**config.mk**
```make
export PLATFORM = sky130hd
export DESIGN_NAME = calc_core_flat
export DESIGN_NICKNAME = d
export VERILOG_FILES = /design/src/rtl/calc_if.sv /design/src/rtl/calc_core.sv /design/src/flat_wrapper.sv
export SDC_FILE = /design/constraint.sdc
export NUM_CORES = 1
export LEC_CHECK = 0
export CORE_UTILIZATION = 44
export CTS_CLUSTER_DIAMETER = 60
export DETAILED_ROUTE_END_ITERATION = 7
export GPL_TIMING_DRIVEN = 0
export HOLD_SLACK_MARGIN = 0.1
export PLACE_DENSITY_LB_ADDON = 0.15
export REMOVE_ABC_BUFFERS = 1
export SYNTH_ARGS = -nofsm -noshare
export SYNTH_HDL_FRONTEND = slang
export SYNTH_SLANG_ARGS = --single-unit
```
**constraint.sdc**
```tcl
create_clock -name clk -period 9.3 [get_ports clk]
set_input_delay 1.395 -clock clk [delete_from_list [all_inputs] [get_ports clk]]
set_output_delay 1.395 -clock clk [all_outputs]
set_load 0.02 [all_outputs]
```
**src/rtl/calc_if.sv**
```systemverilog
// rtl/calc_if.sv - keypad/display/result bundle between a keypad driver and calc_core
//
// Purpose: groups the key input handshake and all calculator outputs.
// Signals:
//   key_valid    one-cycle key strobe
//   key_code     4-bit key (0-9 digit, a + b - c * d / e = f C)
//   seg_data     eight 5-bit display codes, [4:0] rightmost
//   seg_data_en  digit enables
//   seg_dot_en   decimal-point enables
//   busy         computation in progress
//   result       magnitude of the last result (RW bits)
//   result_neg   sign of the last result
// Modports: master drives keys and observes outputs, slave is the calculator.
interface calc_if #(
    parameter int DIG = 2
);
    localparam int OW = $clog2(10**DIG);
    localparam int RW = 2 * OW;

    logic          key_valid;
    logic [3:0]    key_code;
    logic [39:0]   seg_data;
    logic [7:0]    seg_data_en;
    logic [7:0]    seg_dot_en;
    logic          busy;
    logic [RW-1:0] result;
    logic          result_neg;

    modport master (
        output key_valid, key_code,
        input  seg_data, seg_data_en, seg_dot_en, busy, result, result_neg
    );

    modport slave (
        input  key_valid, key_code,
        output seg_data, seg_data_en, seg_dot_en, busy, result, result_neg
    );
endinterface

```
**src/rtl/calc_core.sv**
```systemverilog
// rtl/calc_core.sv - keypad calculator core with sequential mul/div and BCD display conversion
//
// Purpose: accepts two decimal operands and an operator from a keypad, computes
// +, -, * (shift-add), / (restoring) and converts the result to BCD (double dabble)
// for an eight-digit display.
// Ports:
//   clk  clock, rising edge
//   rst  asynchronous active-high reset
//   bus  calc_if slave: key_valid/key_code in; seg_data, seg_data_en, seg_dot_en,
//        busy, result, result_neg out
module calc_core #(
    parameter int DIG = 2
) (
    input  logic  clk,
    input  logic  rst,
    calc_if.slave bus
);
    localparam int OW = $clog2(10**DIG);
    localparam int RW = 2 * OW;
    localparam int CW = $clog2(RW + 1);
    localparam int BW = 4 * DIG;
    localparam logic [RW-1:0] MAXV = RW'(10**DIG - 1);

    localparam logic [3:0] K_ADD = 4'ha, K_SUB = 4'hb, K_MUL = 4'hc, K_DIV = 4'hd;
    localparam logic [3:0] K_EQ  = 4'he, K_CLR = 4'hf;
    localparam logic [4:0] C_MINUS = 5'd12, C_E = 5'd15, C_BLANK = 5'd16, C_R = 5'd17;

    typedef enum logic [2:0] {IDLE, A_ENT, OP, B_ENT, CALC, CONV, SHOW, ERR} state_t;

    state_t        state;
    logic [OW-1:0] a, b;
    logic [BW-1:0] a_bcd, b_bcd;   // decimal copies of the operands, for display
    logic [3:0]    op;
    logic [2:0]    count;
    logic [RW-1:0] acc, mcand;
    logic [OW-1:0] mplier, quo, rem;
    logic [CW-1:0] cyc;
    logic [RW-1:0] bin;
    logic [31:0]   bcd;
    logic [39:0]   seg_data;
    logic          busy;
    logic [RW-1:0] result;
    logic          result_neg;

    assign bus.seg_data    = seg_data;
    assign bus.seg_data_en = 8'hFF;
    assign bus.seg_dot_en  = 8'h00;
    assign bus.busy        = busy;
    assign bus.result      = result;
    assign bus.result_neg  = result_neg;

    logic          key_digit, key_op, key_clr;
    logic [OW-1:0] d_ow;
    logic [BW-1:0] d_bcd;

    assign key_digit = bus.key_valid && (bus.key_code <= 4'd9);
    assign key_op    = bus.key_valid && (bus.key_code >= K_ADD) && (bus.key_code <= K_DIV);
    assign key_clr   = bus.key_valid && (bus.key_code == K_CLR);
    assign d_ow      = OW'(bus.key_code);
    assign d_bcd     = BW'(bus.key_code);

    // One step of each sequential algorithm plus the value to commit on CALC exit.
    logic [RW-1:0] acc_nx, calc_val;
    logic [OW:0]   rem_sh;
    logic [OW-1:0] rem_nx, quo_nx;
    logic          calc_neg, calc_last;

    always_comb begin
        acc_nx = acc + (mplier[0] ? mcand : '0);
        rem_sh = {rem, quo[OW-1]};
        if (rem_sh >= {1'b0, b}) begin
            rem_nx = OW'(rem_sh - {1'b0, b});
            quo_nx = {quo[OW-2:0], 1'b1};
        end else begin
            rem_nx = rem_sh[OW-1:0];
            quo_nx = {quo[OW-2:0], 1'b0};
        end
        calc_val = acc_nx;
        calc_neg = 1'b0;
        case (op)
            K_ADD: calc_val = RW'(a) + RW'(b);
            K_SUB: begin
                calc_neg = (a < b);
                calc_val = (a < b) ? RW'(b) - RW'(a) : RW'(a) - RW'(b);
            end
            K_DIV: calc_val = RW'(quo_nx);
            default: ;
        endcase
        calc_last = (op == K_ADD) || (op == K_SUB) || (cyc == CW'(OW - 1));
    end

    // Double dabble: add 3 to every BCD nibble >= 5 before each shift.
    logic [31:0] bcd_adj;
    always_comb begin
        bcd_adj = bcd;
        for (int i = 0; i < 8; i++)
            if (bcd[4*i +: 4] >= 4'd5) bcd_adj[4*i +: 4] = bcd[4*i +: 4] + 4'd3;
    end

    logic [39:0] disp_next;
    int          msd;
    always_comb begin
        disp_next = {8{C_BLANK}};
        msd       = 0;
        case (state)
            A_ENT, OP: begin
                for (int i = 0; i < DIG; i++)
                    if (i < int'(count)) disp_next[5*i +: 5] = {1'b0, a_bcd[4*i +: 4]};
                if (state == OP) disp_next[39:35] = {1'b0, op};
            end
            B_ENT: begin
                for (int i = 0; i < DIG; i++)
                    if (i < int'(count)) disp_next[5*i +: 5] = {1'b0, b_bcd[4*i +: 4]};
            end
            CALC, CONV: disp_next = seg_data;
            SHOW: begin
                for (int i = 0; i < 8; i++)
                    if (bcd[4*i +: 4] != 4'd0) msd = i;
                for (int i = 0; i < 8; i++)
                    if (i <= msd) disp_next[5*i +: 5] = {1'b0, bcd[4*i +: 4]};
                if (result_neg && msd < 7) disp_next[5*(msd+1) +: 5] = C_MINUS;
            end
            ERR: disp_next[14:0] = {C_E, C_R, C_R};
            default: ;
        endcase
    end

    always_ff @(posedge clk or posedge rst) begin
        if (rst) begin
            state <= IDLE;   a <= '0;      b <= '0;     a_bcd <= '0;  b_bcd <= '0;
            op <= '0;        count <= '0;  acc <= '0;   mcand <= '0;  mplier <= '0;
            quo <= '0;       rem <= '0;    cyc <= '0;   bin <= '0;    bcd <= '0;
            seg_data <= {8{C_BLANK}};      busy <= 1'b0;
            result <= '0;    result_neg <= 1'b0;
        end else begin
            seg_data <= disp_next;
            if (key_clr) begin
                // Clear wins in every state, aborting any computation in flight.
                state <= IDLE;   a <= '0;      b <= '0;     a_bcd <= '0;  b_bcd <= '0;
                op <= '0;        count <= '0;  bcd <= '0;   busy <= 1'b0;
                result <= '0;    result_neg <= 1'b0;
            end else begin
                case (state)
                    IDLE, SHOW: begin
                        if (key_digit) begin
                            a <= d_ow;  a_bcd <= d_bcd;  count <= 3'd1;  state <= A_ENT;
                        end else if (state == SHOW && key_op && !result_neg && result <= MAXV) begin
                            // Chain: the shown result becomes operand A.
                            a <= result[OW-1:0];  a_bcd <= bcd[BW-1:0];
                            count <= 3'(DIG);     op <= bus.key_code;  state <= OP;
                        end
                    end
                    A_ENT: begin
                        if (key_digit && count < 3'(DIG)) begin
                            a <= a * OW'(10) + d_ow;  a_bcd <= (a_bcd << 4) | d_bcd;
                            count <= count + 3'd1;
                        end else if (key_op) begin
                            op <= bus.key_code;  state <= OP;
                        end
                    end
                    OP: begin
                        if (key_digit) begin
                            b <= d_ow;  b_bcd <= d_bcd;  count <= 3'd1;  state <= B_ENT;
                        end else if (key_op) begin
                            op <= bus.key_code;
                        end
                    end
                    B_ENT: begin
                        if (key_digit && count < 3'd0 + 3'(DIG)) begin
                            b <= b * OW'(10) + d_ow;  b_bcd <= (b_bcd << 4) | d_bcd;
                            count <= count + 3'd1;
                        end else if (bus.key_valid && bus.key_code == K_EQ) begin
                            acc <= '0;  mcand <= RW'(a);  mplier <= b;
                            quo <= a;   rem <= '0;        cyc <= '0;
                            busy <= 1'b1;  state <= CALC;
                        end
                    end
                    CALC: begin
                        if (op == K_DIV && b == '0) begin
                            busy <= 1'b0;  state <= ERR;
                        end else begin
                            acc <= acc_nx;   mcand <= mcand << 1;  mplier <= mplier >> 1;
                            quo <= quo_nx;   rem <= rem_nx;        cyc <= cyc + 1'b1;
                            if (calc_last) begin
                                result <= calc_val;  result_neg <= calc_neg;
                                bin <= calc_val;     bcd <= '0;
                                cyc <= '0;           state <= CONV;
                            end
                        end
                    end
                    CONV: begin
                        {bcd, bin} <= {bcd_adj, bin} << 1;
                        cyc <= cyc + 1'b1;
                        if (cyc == CW'(RW - 1)) begin
                            busy <= 1'b0;  state <= SHOW;
                        end
                    end
                    default: ;
                endcase
            end
        end
    end
endmodule

```
**src/flat_wrapper.sv**
```systemverilog
// flat-port wrapper written by rule: the top's interface ports become plain ports
module calc_core_flat 
#(
    parameter int DIG = 2
)
  (clk, rst, bus_key_valid, bus_key_code, bus_seg_data, bus_seg_data_en, bus_seg_dot_en, bus_busy, bus_result, bus_result_neg);
  calc_if #(.DIG(DIG)) bus_i ();
  input  logic clk;
  input  logic rst;
  input wire logic [$bits(bus_i.key_valid)-1:0] bus_key_valid;
  input wire logic [$bits(bus_i.key_code)-1:0] bus_key_code;
  output wire logic [$bits(bus_i.seg_data)-1:0] bus_seg_data;
  output wire logic [$bits(bus_i.seg_data_en)-1:0] bus_seg_data_en;
  output wire logic [$bits(bus_i.seg_dot_en)-1:0] bus_seg_dot_en;
  output wire logic [$bits(bus_i.busy)-1:0] bus_busy;
  output wire logic [$bits(bus_i.result)-1:0] bus_result;
  output wire logic [$bits(bus_i.result_neg)-1:0] bus_result_neg;
  assign bus_i.key_valid = bus_key_valid;
  assign bus_i.key_code = bus_key_code;
  assign bus_seg_data = bus_i.seg_data;
  assign bus_seg_data_en = bus_i.seg_data_en;
  assign bus_seg_dot_en = bus_i.seg_dot_en;
  assign bus_busy = bus_i.busy;
  assign bus_result = bus_i.result;
  assign bus_result_neg = bus_i.result_neg;
  calc_core #(.DIG(DIG)) u_core (.clk(clk), .rst(rst), .bus(bus_i));
endmodule
```
# Yosys cells after proc, flatten, opt, wreduce, memory -nomap -nowiden
# Index checks and enable logic that the tools add are counted.
[totals] ff_bits=195 input_bits=7 output_inout_bits=72 elab_cells=292
[classes] n_addsub=19 mul=3 n_lt_le_gt_ge=26 eq_ne=36 shift=2 n_mux=134 bitwise_logic=3 reduce_logical=50
[op_table] operator="2-to-1 mux 14 bit" n=12
[op_table] operator="less-or-equal comparator 4 x 32 -> 1 bit, first input constant" n=4
[op_table] operator="2-to-1 mux 32 bit" n=4
[op_table] operator="2-to-1 mux 7 bit" n=17
[op_table] operator="2-to-1 mux 5 bit" n=21
[op_table] operator="case mux 14 bit (2 select lines)" n=3
[op_table] operator="case mux 7 bit (2 select lines)" n=5
[op_table] operator="2-to-1 mux 4 bit" n=17
[op_table] operator="less-or-equal comparator 3 x 32 -> 1 bit, first input constant" n=2
[op_table] operator="case mux 32 bit (2 select lines)" n=1
[op_table] operator="2-to-1 mux 3 bit" n=19
[op_table] operator="2-to-1 mux 8 bit" n=7
[op_table] operator="case mux 10 bit (5 select lines)" n=1
[op_table] operator="case mux 14 bit (3 select lines)" n=1
[op_table] operator="bitwise mux 40 bit" n=1
[op_table] operator="2-to-1 mux 40 bit" n=1
[op_table] operator="case mux 20 bit (2 select lines)" n=1
[op_table] operator="nonzero test 4 bit" n=10
[op_table] operator="variable shift 5 x 33 -> 40 bit, first input constant" n=1
[op_table] operator="indexed part select 5 x 33 -> 40 bit, first input constant" n=1
[op_table] operator="negation 32 -> 33 bit" n=1
[op_table] operator="adder 32 x 2 -> 32 bit, second input constant" n=1
[op_table] operator="greater-or-equal comparator 4 x 3 -> 1 bit, second input constant" n=8
[op_table] operator="less-or-equal comparator 1 x 32 -> 1 bit, first input constant" n=1
[op_table] operator="other kinds (54)" n=133

# Depth between registers and ports, before layout
# Gate-level depths: netlist of the first run.
[depth] depth_word=16 mapped_depth=23 ltp_nobuf=22

# Worst setup path after synthesis of the first run
# No wires, ideal clock.
[synth_path] path_type="reg2reg" start="register u_core.bcd[16]" end="register u_core.seg_data[5], in the netlist u_core.bus.seg_data[5]" setup_ns=0.134 t_arrival_ns=5.273 t_required_ns=9.166 setup_slack_ns=3.893 stages_incl_launch_ff=24 path_buffers=3 synth_period_minus_slack_ns=5.407 path_cell_list="dfrtp_1 -> inv_1 -> ha_1 -> or3b_4 -> nor4b_4 -> a21oi_1 -> clkbuf_1 -> ha_1 -> clkbuf_1 -> inv_1 -> ha_1 -> ha_1 -> inv_1 -> fa_1 -> and2_1 -> o211a_1 -> ha_1 -> and2_1 -> nand2_1 -> or2_1 -> clkbuf_1 -> o311ai_1 -> o311a_1 -> o32ai_1"
[synth_between] elab_chain_len=13 elab_cells_between_ends=19 classes_between="2 x add/sub; 1 x mul; 2 x order compare; 2 x shift; 10 x mux; 2 x reduce/logical"
[synth_lines] element="from (decl)" line_no="calc_core.sv:39" rtl="logic [31:0] bcd;"
[synth_lines] element="from (signal assigned)" line_no="calc_core.sv:192" rtl="{bcd, bin} <= {bcd_adj, bin} << 1;"
[synth_lines] element="nonzero test 4 bit (*)" line_no="calc_core.sv:118" rtl="if (bcd[4*i +: 4] != 4'd0) msd = i;"
[synth_lines] element="2-to-1 mux 3 bit (*) (4 in series)" line_no="calc_core.sv:118"
[synth_lines] element="2-to-1 mux 32 bit (*)" line_no="calc_core.sv:105" rtl="case (state)"
[synth_lines] element="adder 32 x 2 -> 32 bit" line_no="calc_core.sv:121" rtl="if (result_neg && msd < 7) disp_next[5*(msd+1) +: 5] = C_MINUS;"
[synth_lines] element="multiplier 4 x 32 -> 32 bit" line_no="calc_core.sv:121"
[synth_lines] element="negation 32 -> 33 bit" line_no="calc_core.sv:121"
[synth_lines] element="indexed part select 5 x 33 -> 40 bit / variable shift 5 x 33 -> 40 bit (equally long branches)" line_no="calc_core.sv:121"
[synth_lines] element="bitwise mux 40 bit" line_no="calc_core.sv:121"
[synth_lines] element="2-to-1 mux 40 bit (*)" line_no="calc_core.sv:121"
[synth_lines] element="case mux 10 bit (5 select lines) (*)" line_no="calc_core.sv:105"
[synth_lines] element="to (signal assigned)" line_no="calc_core.sv:136" rtl="seg_data <= disp_next;"
[synth_lines] element="to (decl)" line_no="calc_core.sv:40" rtl="logic [39:0] seg_data;"
# Mark *: on every way between the ends. The rest lies on a longest branch, timed or not. The select of a mux whose other input is x is not followed.
# A chain may end at the register's enable or synchronous reset.

# Worst setup path in the final report of the first run
[layout_path] start="register u_core.bcd[24]" end="register u_core.seg_data[22], in the netlist u_core.bus.seg_data[22]"
[layout_between] elab_chain_len=11 elab_cells_between_ends=17 classes_between="2 x add/sub; 1 x mul; 2 x order compare; 2 x shift; 8 x mux; 2 x reduce/logical"
[layout_lines] element="nonzero test 4 bit (*)" line_no="calc_core.sv:118"
[layout_lines] element="2-to-1 mux 3 bit (*) (2 in series)" line_no="calc_core.sv:118"
[layout_lines] element="2-to-1 mux 32 bit (*)" line_no="calc_core.sv:105"
[layout_lines] element="adder 32 x 2 -> 32 bit" line_no="calc_core.sv:121"
[layout_lines] element="multiplier 4 x 32 -> 32 bit" line_no="calc_core.sv:121"
[layout_lines] element="negation 32 -> 33 bit" line_no="calc_core.sv:121"
[layout_lines] element="indexed part select 5 x 33 -> 40 bit / variable shift 5 x 33 -> 40 bit (equally long branches)" line_no="calc_core.sv:121"
[layout_lines] element="bitwise mux 40 bit" line_no="calc_core.sv:121"
[layout_lines] element="2-to-1 mux 40 bit (*)" line_no="calc_core.sv:121"
[layout_lines] element="case mux 20 bit (2 select lines) (*)" line_no="calc_core.sv:105"
# Marked as above.

==> results of run 1 <==
[flip-flops by register name, summed over array words and instances (netlist names)]
name / flops
u_core.bus.seg_data: 40
u_core.bcd: 32
u_core.acc: 14
u_core.bin: 14
u_core.bus.result: 14
u_core.mcand: 14
u_core.a_bcd: 8
u_core.b_bcd: 8
u_core.a: 7
u_core.mplier: 7
u_core.quo: 7
u_core.rem: 7
u_core.b: 6
u_core.cyc: 4
u_core.op: 4
u_core.count: 3
u_core.state: 3
u_core.bus.busy: 1
u_core.bus.result_neg: 1
[Yosys cell counts (10+ instances only)]
| cell | instances |
|---|---|
| nor3_1 | 33 |
| inv_1 | 73 |
| mux2i_1 | 33 |
| dfrtp_1 | 186 |
| nor2b_1 | 11 |
| nor3b_1 | 14 |
| fa_1 | 10 |
| o21ai_0 | 137 |
| ha_1 | 92 |
| and2_1 | 23 |
| o21ai_1 | 10 |
| and3_1 | 10 |
| a22oi_1 | 11 |
| a32o_1 | 11 |
| nand3_1 | 23 |
| a31oi_1 | 18 |
| nand2_1 | 197 |
| clkbuf_1 | 63 |
| nand2b_1 | 22 |
| a21oi_1 | 113 |
| o22ai_1 | 29 |
| nand4_1 | 10 |
| xnor2_1 | 34 |
| o31ai_1 | 32 |
| a22o_1 | 19 |
| a21o_1 | 20 |
| xor2_1 | 10 |
| nor2_1 | 99 |
| o211ai_1 | 16 |
| buf_4 | 19 |
[path summary, 6_finish.rpt]
| check | start | end | slack, ns | depth (start not counted) |
|---|---|---|---|---|
| max in group asynchronous | rst | u_core.bus.result[5] | 6.85 | 3 |
| min in group asynchronous | rst | u_core.b_bcd[6] | 1.46 | 2 |
| max reg2reg | u_core.bcd[24] | u_core.bus.seg_data[22] | 1.57 | 21 |
| max | u_core.bcd[24] | u_core.bus.seg_data[22] | 1.57 | 21 |
| min reg2reg | u_core.bus.seg_data[37] | u_core.bus.seg_data[37] | 0.48 | 1 |
| min | u_core.bus.seg_data[37] | u_core.bus.seg_data[37] | 0.48 | 1 |
[metrics by stage]
stage | utilization [%] | worst slack (ns) | TNS (ns) | instances
floorplan | - | 2.634 | 0 | 1475
global route | 50.24 | 1.274 | 0 | 1967
global placement | 47.54 | -0.3590 | -61.06 | 1927
CTS | 50.23 | 1.827 | 0 | 1967
detailed placement | 48.22 | 1.818 | 0 | 1935
finish | 50.24 | 1.574 | 0 | 1967
[final cells by class]
type | instances | area [um^2] | area share (%)
multi-input cells | 1205 | 8030 | 53.36
flip-flops and latches | 194 | 4865 | 32.32
repair buffers | 70 | 769.5 | 5.113
clock buffers | 18 | 429.2 | 2.852
clock inverters | 14 | 172.7 | 1.147
well taps | 390 | 488.0 | 3.242
inverters | 76 | 295.3 | 1.962
[cell usage in the layout, fill, tap and decap left out, types with 9 or more instances in the layout]
| cell type | instances |
|---|---|
| ha_1 | 92 |
| inv_1 | 72 |
| o21ai_0 | 137 |
| a21o_1 | 20 |
| clkdlybuf4s50_1 | 62 |
| mux2i_1 | 33 |
| clkbuf_16 | 17 |
| o31ai_1 | 32 |
| nand4_1 | 10 |
| o22ai_1 | 29 |
| nand2b_1 | 22 |
| a22o_1 | 19 |
| xor2_1 | 10 |
| nor2b_1 | 9 |
| xnor2_1 | 34 |
| nor3b_1 | 14 |
| a32o_1 | 11 |
| nor2_1 | 98 |
| dfrtp_1 | 186 |
| a21oi_1 | 112 |
| nand2_1 | 197 |
| o21ai_1 | 10 |
| nor3_1 | 32 |
| a31oi_1 | 18 |
| and2_1 | 22 |
| conb_1 | 16 |
| fa_1 | 10 |
| a22oi_1 | 11 |
| nand3_1 | 22 |
| and3_1 | 10 |
| o211ai_1 | 16 |
[critical path, cell delays in order, from the launching register on]
cell and delay (ns):
dfrtp_1 0.43, inv_1 0.16, ha_1 0.18, or3b_1 0.44, nand2b_1 0.20, a21oi_1 1.00, inv_1 0.54, ha_1 0.43
ha_1 0.37, ha_1 0.19, ha_1 0.17, inv_1 0.06, fa_1 0.49, and2_1 0.20, o211a_1 0.22, ha_1 0.41
and2_1 0.26, nand4_1 0.56, or3_1 0.72, o21ai_1 0.18, o221ai_1 0.14, a22o_1 0.24
[cells by family after synthesis]
| group | after synthesis | synth area share [%] |
|---|---|---|
| multiplexers | 39 | 2.941 |
| flip-flops | 194 | 35.96 |
| buffers and inverters | 172 | 5.430 |
| XOR/XNOR | 44 | 2.849 |
| other | 2 | 0.05552 |
| adder cells (fa/ha/maj) | 102 | 9.990 |
| AND/OR/NAND/NOR | 490 | 17.79 |
| AO/OA/AOI/OAI | 514 | 24.98 |
[metal layers]
layer / vias to the layer above / share of wire (%) / GRT usage [%]
li1: 5627 / - / -
met1: 5725 / 45 / 37.17
met2: 380 / 47 / 44.11
met3: 65 / 5.1 / 2.978
met4: 0 / 2.8 / 9.473
met5: - / 0 / 0
[power by group]
group          internal [mW]  switching, mW  total, mW
logic                  0.775           1.09       1.87
clock network          0.406          0.375      0.781
registers               1.06          0.287       1.35
total                   2.25           1.75       4.00
==> run summary, run 1 <==
- **Root Buffer Master** clkbuf_16
- **hold buffers post-CTS** 0
- **maximum number of pins on one net before global-route repair** 104
- **class of the most critical hold timing path** flop to flop
- **H-Tree Level Count** 4
- **Slew HR** 13.41%
- **later-pin clock latency in the skew report** 0.45 ns
- **Routed Antenna Nets** 0
- **PortBufs** 62
- **core footprint** 29950 um^2
- **fraction of registers with async set or reset after synthesis** 100.0%
- **global-route usage over all layers** 27.07%
- **Max Fanout on Critical Path** 14
- **final setup fails** 0
- **routed wire length** 40.74 mm
- **category of the worst setup path launch point** flop
- **CTS max path bufs** 2
- **final worst path period share** 83.08%
- **Fin. Hold Viols** 0
- **RSZ-0062 raised after global routing** no
- **flops & latches, synth** 194
- **largest area contributor in the netlist** dfrtp_1
- **portion of the post-synthesis area used by sequential elements** 35.96%
- **number of DRC markers in iteration 0** 1002
- **slew at the pin closest to its max-slew limit** 1.299 ns
- **type of the worst setup path** flop to flop
- **Filler cells** 2889
- **share of layout cells above drive strength 1** 6.341%
- **Synth Warn #** 0
- **average cell area after synthesis** 8.688 um^2
- **upper clock frequency limit** 129.4 MHz
- **clock buffers created by TritonCTS** 17
- **CP Data Arrival Time** 8.07 ns
- **most used flip-flop cell after synthesis** dfrtp_1
- **count of nets after finishing** 1673
- **result of the run** finished, final reports clean
- **Tmin final** 7.726 ns
- **drt first pass iters** 7
- **num rows** 63
- **Vert. Die Dim** 177.3 um
- **number of global-route vias before repair** 11450
- **antenna violations before repair** 0
- **number of gates given a new drive strength after cts** 0
- **TritonCTS clock tree** yes
- **vias per cell** 5.997
- **total setup buffers inserted after CTS** 0
- **number of cells produced by synthesis** 1557
- **Overflow after GRT** 0
- **Worst Hold Slack** 0.4818 ns
- **number of sinks driven by the clock tree** 194
- **GP Congestion** 0.9561
- **via count of the routed design** 11800
- **Leakage Power** 6.614 nW
- **number of library cell types mapped by synthesis** 99
- **Die W** 177.3 um
- **total power after layout** 4.000 mW
- **post-placement cell area** 14450 um^2
- **average routed wire per standard cell** 20.71 um
- **relative area change from synthesis to final layout** 11.26%
- **effective utilization at floorplan** 45.16%
- **number of remaining DRC errors** 0
- **max-cap violation count** 0
- **Layout Skew** 0.01122 ns
- **EDFF count, synth** 0
- **detailed placer's ending HPWL** 29.79 mm
- **Data required, critical path** 9.64 ns
- **Final Max Tran Viols** 0
- **capturing element type of the critical path** flop
- **area fraction of the dominant cell type after synthesis** 34.41%
- **power per standard cell area** 265.8 nW/um^2
- **post-route cell area** 15050 um^2
- **number of antenna repair diodes** 0
- **die area** 31450 um^2
- **area of the mapped netlist** 13530 um^2
- **main area contributors after synthesis** dfrtp_1 34%, ha_1 8.5%, nand2_1 5.5%
- **worst-case vdd ir drop** 0.1658 mV
- **global-route wire length before repair** 65.78 mm
- **ports placed on the boundary** 79
- **clock transition time at the flip-flop clock pins of the worst setup and hold paths** 0.07 ns
Power figures use the tool's default switching activity.
==> inputs of run 2 (changes only) <==
clock period = 7.1 ns   (was 9.3 ns; I/O delays follow)
==> run 2 against run 1 <==
Clock power increased by 31%. Cell area increased by 0.17%. Setup slack got worse by 1.3 ns. Core utilization increased by 0.088 points. Largest cell class unchanged. Clock skew about the same. Wire length about the same. Sequential power increased by 31%. Largest power group unchanged. Non-clock buffer count increased by 2.
==> run summary, run 2 (same netlist as run 1, synthesis figures left out) <==
- **FF-to-FF setup slack** 0.24 ns, -1.33 ns
- **number of sinks driven by the clock tree** 194, unchanged
- **post-route cell area** 15080 um^2, +0.17%
- **commonest cells after routing, fill and taps aside** 197 x nand2_1, 186 x dfrtp_1, 137 x o21ai_0
- **hold buffers post-CTS** 0, unchanged
- **final setup fails** 0, unchanged
- **drt first pass iters** 5, -2
- **biggest registers after layout** u_core.bus.seg_data: 40 flops, u_core.bcd: 32 flops
- **share of layout cells above drive strength 1** 6.523%, +0.18 points
- **number of remaining DRC errors** 0, unchanged
- **Leakage Power** 6.626 nW, +0.18%
- **antenna violations before repair** 0, unchanged
- **upper clock frequency limit** 145.9 MHz, +13%
- **Tmin final** 6.855 ns, -0.8709 ns
- **Vert. Die Dim** 177.3 um, unchanged
- **class of the most critical hold timing path** flop to flop
- **Fin. Hold Viols** 0, unchanged
- **Overflow after GRT** 0, unchanged
- **worst flop-to-flop path endpoint** u_core.bus.seg_data[7]
- **Non-Filler Instances** 1969, +0.10%
- **Die W** 177.3 um, unchanged
- **reg2reg start** u_core.bcd[16]
- **Routed Antenna Nets** 0, unchanged
- **number of antenna repair diodes** 0, unchanged
- **number of DRC markers in iteration 0** 958, -4.4%
- **count of nets after finishing** 1675, +0.12%
- **capturing element type of the critical path** flop
- **Max Fanout on Critical Path** 14, unchanged
- **effective utilization at floorplan** 45.16%, unchanged
- **Data required, critical path** 7.46 ns, -2.18 ns
- **average routed wire per standard cell** 20.70 um, about the same
- **category of the worst setup path launch point** flop
- **final worst path period share** 96.55%, +13 points
- **max reg flops** 40, unchanged
- **routed wire length** 40.77 mm, about the same
- **later-pin clock latency in the skew report** 0.46 ns, about the same
- **PortBufs** 62, unchanged
- **global-route usage over all layers** 27.06%, about the same
- **Layout Skew** 0.01106 ns, -0.0001536 ns
- **number of global-route vias before repair** 11450, unchanged
- **worst-case vdd ir drop** 0.2163 mV, +30%
- **clock buffers created by TritonCTS** 17, unchanged
- **TritonCTS clock tree** yes
- **CTS max path bufs** 2, unchanged
- **Slew HR** 13.41%, about the same
- **maximum number of pins on one net before global-route repair** 104, unchanged
- **ports placed on the boundary** 79, unchanged
- **GP Congestion** 0.9561, unchanged
- **num rows** 63, unchanged
- **die area** 31450 um^2, unchanged
- **global-route wire length before repair** 65.76 mm, about the same
- **max-cap violation count** 0, unchanged
- **via count of the routed design** 11830, +0.26%
- **CP Data Arrival Time** 7.21 ns, -0.86 ns
- **Root Buffer Master** clkbuf_16
- **core utilization of the finished layout** 50.33%, +0.088 points
- **terminating pin of the worst hold path** u_core.bus.seg_data[37]
- **clock transition time at the flip-flop clock pins of the worst setup and hold paths** 0.07 ns, about the same
- **vias per cell** 6.007, +0.16%
- **result of the run** finished, final reports clean
- **relative area change from synthesis to final layout** 11.45%
- **Cells on Worst Hold Path** 1, unchanged
- **most common cell after layout, fill and taps aside** nand2_1
- **slew at the pin closest to its max-slew limit** 1.299 ns, -0.00005718 ns
- **H-Tree Level Count** 4, unchanged
- **Hold Path Origin** u_core.bus.seg_data[37]
- **Inst Count DP** 1935, unchanged
- **power per standard cell area** 347.8 nW/um^2, +31%
- **worst r2r path cells** 17, -19%
- **post-placement cell area** 14450 um^2, unchanged
- **type of the worst setup path** flop to flop
- **detailed placer's ending HPWL** 29.79 mm, unchanged
- **core footprint** 29950 um^2, unchanged
- **register with the most flip-flops** u_core.bus.seg_data
- **Final Max Tran Viols** 0, unchanged
-- run 2: worst max-delay path by stage --
| stage | startpoint | end | depth (start not counted) |
|---|---|---|---|
| finish | u_core.bcd[16] | u_core.bus.seg_data[7] | 17 |
| global route | u_core.bcd[16] | u_core.bus.seg_data[7] | 17 |
| floorplan | rst | u_core.a[0] | 1 |
| detailed placement | u_core.bcd[24] | u_core.bus.seg_data[22] | 21 |
| CTS | u_core.bcd[24] | u_core.bus.seg_data[22] | 21 |
| global placement | rst | u_core.mcand[5] | 2 |
-- run 2: timing repair --
item / CTS / global route
setup endpoints to repair: 13 / 11
setup buffers: 0 / 2
pin swaps: 0 / 1
resized for setup: 1 / 1
-- run 2: cell type report --
type	count	area, um^2
clock buffers	18	429.2
inverters	76	295.3
clock inverters	14	172.7
flip-flops and latches	194	4865
well taps	390	488.0
fillers	2891	14880
multi-input cells	1205	8041
repair buffers	72	784.5
-- run 2: worst max-delay path, stage by stage, from the launching register on --
cell     delay [ns]
dfrtp_1        0.40
inv_1          0.17
ha_1           0.24
or3b_4         0.45
nor4b_4        0.54
a21oi_4        0.25
inv_1          0.41
ha_1           0.30
ha_1           0.31
ha_1           0.22
ha_1           0.43
nor3b_2        0.37
xor2_1         0.98
nand2_1        0.35
or2_1          0.43
nor4_1         0.56
a21oi_1        0.16
o21ai_1        0.16
-- run 2: metrics by stage --
stage	total power, mW	setup WS [ns]	hold slack (ns)	setup TNS, ns
after floorplan	3.374	0.7643	0.4488	0
after global placement	4.141	-2.229	0.4640	-468.85
after detailed placement	4.208	-0.3823	0.4677	-2.518
after CTS	5.242	0.1326	0.4845	0
after global routing	5.626	-0.004468	0.4949	-0.004468
final	5.244	0.2447	0.4817	0
-- run 2: routing by layer --
layer,vias up,track usage [%],wire [um]
li1,5643,-,-
met1,5796,37.17,18710
met2,335,44.08,19190
met3,54,2.999,1831
met4,0,9.473,1033
met5,-,0,0
-- run 2: report_power, final --
part           internal, mW  switching [mW]  leakage, nW
sequential             1.39           0.378         2.56
combinational          1.02            1.43         3.77
clock                 0.532           0.491        0.289
total                  2.95            2.30         6.63
==> RTL edit, RTL diff (config.mk and constraints of run 1) <==
`DIG` is set to 2 in 3 places; all go to 3.
--- a/src/rtl/calc_if.sv
+++ b/src/rtl/calc_if.sv
@@ -14,3 +14,3 @@
 interface calc_if #(
-    parameter int DIG = 2
+    parameter int DIG = 3
 );
--- a/src/rtl/calc_core.sv
+++ b/src/rtl/calc_core.sv
@@ -11,3 +11,3 @@
 module calc_core #(
-    parameter int DIG = 2
+    parameter int DIG = 3
 ) (
--- a/src/flat_wrapper.sv
+++ b/src/flat_wrapper.sv
@@ -3,3 +3,3 @@
 #(
-    parameter int DIG = 2
+    parameter int DIG = 3
 )
Interface: changed (resized bus_result); port bits go from 79 to 85. The function was not compared with the original's and may differ.
==> RTL edit against run 1 <==
Sequential cell count is 48 higher; clock skew is 0.0024 ns higher; sequential share of layout area is 0.90 points lower; fmax is 4.9% higher; sequential power is 23% higher; area after synthesis is 28% higher; final area is 28% higher; power is 38% higher; critical path depth is 1 lower; first-iteration DRC count is 27% higher; wire length is 35% higher; synthesized cell count is 29% higher; count of clock-buffer cells in the layout is 29 higher; setup slack better by 0.36 ns; critical endpoint is now u_core.bus.seg_data[6]; largest power group unchanged; highest routed layer unchanged.
==> RTL edit: results (changes against run 1) <==
status: "finished, final reports clean"
ys_top_cells_by_count: "nand2_1 (236), dfrtp_1 (234), o21ai_0 (177), a21oi_1 (158), nor2_1 (158)"
met3RoutedLength_um: 2850  # +38%
multi_input_area_share: 0.537  # +0.00300
layout-drive-gt1-share: 0.0593  # -0.00407
rr_startpoint: "u_core.bcd[28]"
r2r_cells: 20  # -4.8%
ys_ff_latch: 242  # +25%
min_to: "u_core.bin[4]"
grtUsageTotal: 0.278  # +0.00773
netlist-cell-type-count: 103  # +4.0%
synth-compound-area-share: 0.253  # +0.00328
dpl.hpwl_um: 40100  # +35%
min_from: "u_core.bin[4]"
routedWlPerCell_um: 21.5  # +3.6%
grt_pass1_wl_um: 86600  # +32%
clock_buffers: 47  # +29
buf_share: 0.0513  # +0.000136
die_area_mm2: 0.0400  # +27%
met1_usage: 0.375  # +0.00346
num-nonclk-buffers: 84  # +20%
dpl_worst_slack_ns: 2.19  # +0.376 ns
irDropWorstVdd_mv: 0.165  # -0.27%
grt_pass1_vias: 15000  # +31%
synthCells: 2014  # +29%
-- RTL edit: cell count changes in the layout (fill, tap and decap cells not counted), sizes merged, moves of 29 or more --
cell and change:
a21oi +46, nor2 +57, nand2 +37, ha +30, clkbuf +29, dfrtp +48, o21ai +38
-- RTL edit: power by group --
group,total [W],switching (W),internal [W]
clock network,0.00109,0.000453,0.000637
registers,0.00166,0.000363,0.00129
logic,0.00276,0.00167,0.00109
-- RTL edit: worst register-to-register path, cell delays in order (launching register included) --
cell and delay [ns]:
dfrtp_1 0.41, inv_1 0.13, ha_1 0.24, nor3b_4 0.58, nand2_1 0.22, a21oi_1 1.09, inv_2 0.36, ha_1 0.45
ha_1 0.39, ha_1 0.20, ha_1 0.19, inv_1 0.07, fa_1 0.51, and4bb_2 0.32, nor2_1 0.19, a41oi_4 0.08
xnor2_2 0.60, nand3_1 0.37, o311ai_1 0.36, a21oi_1 0.17, a221o_1 0.31
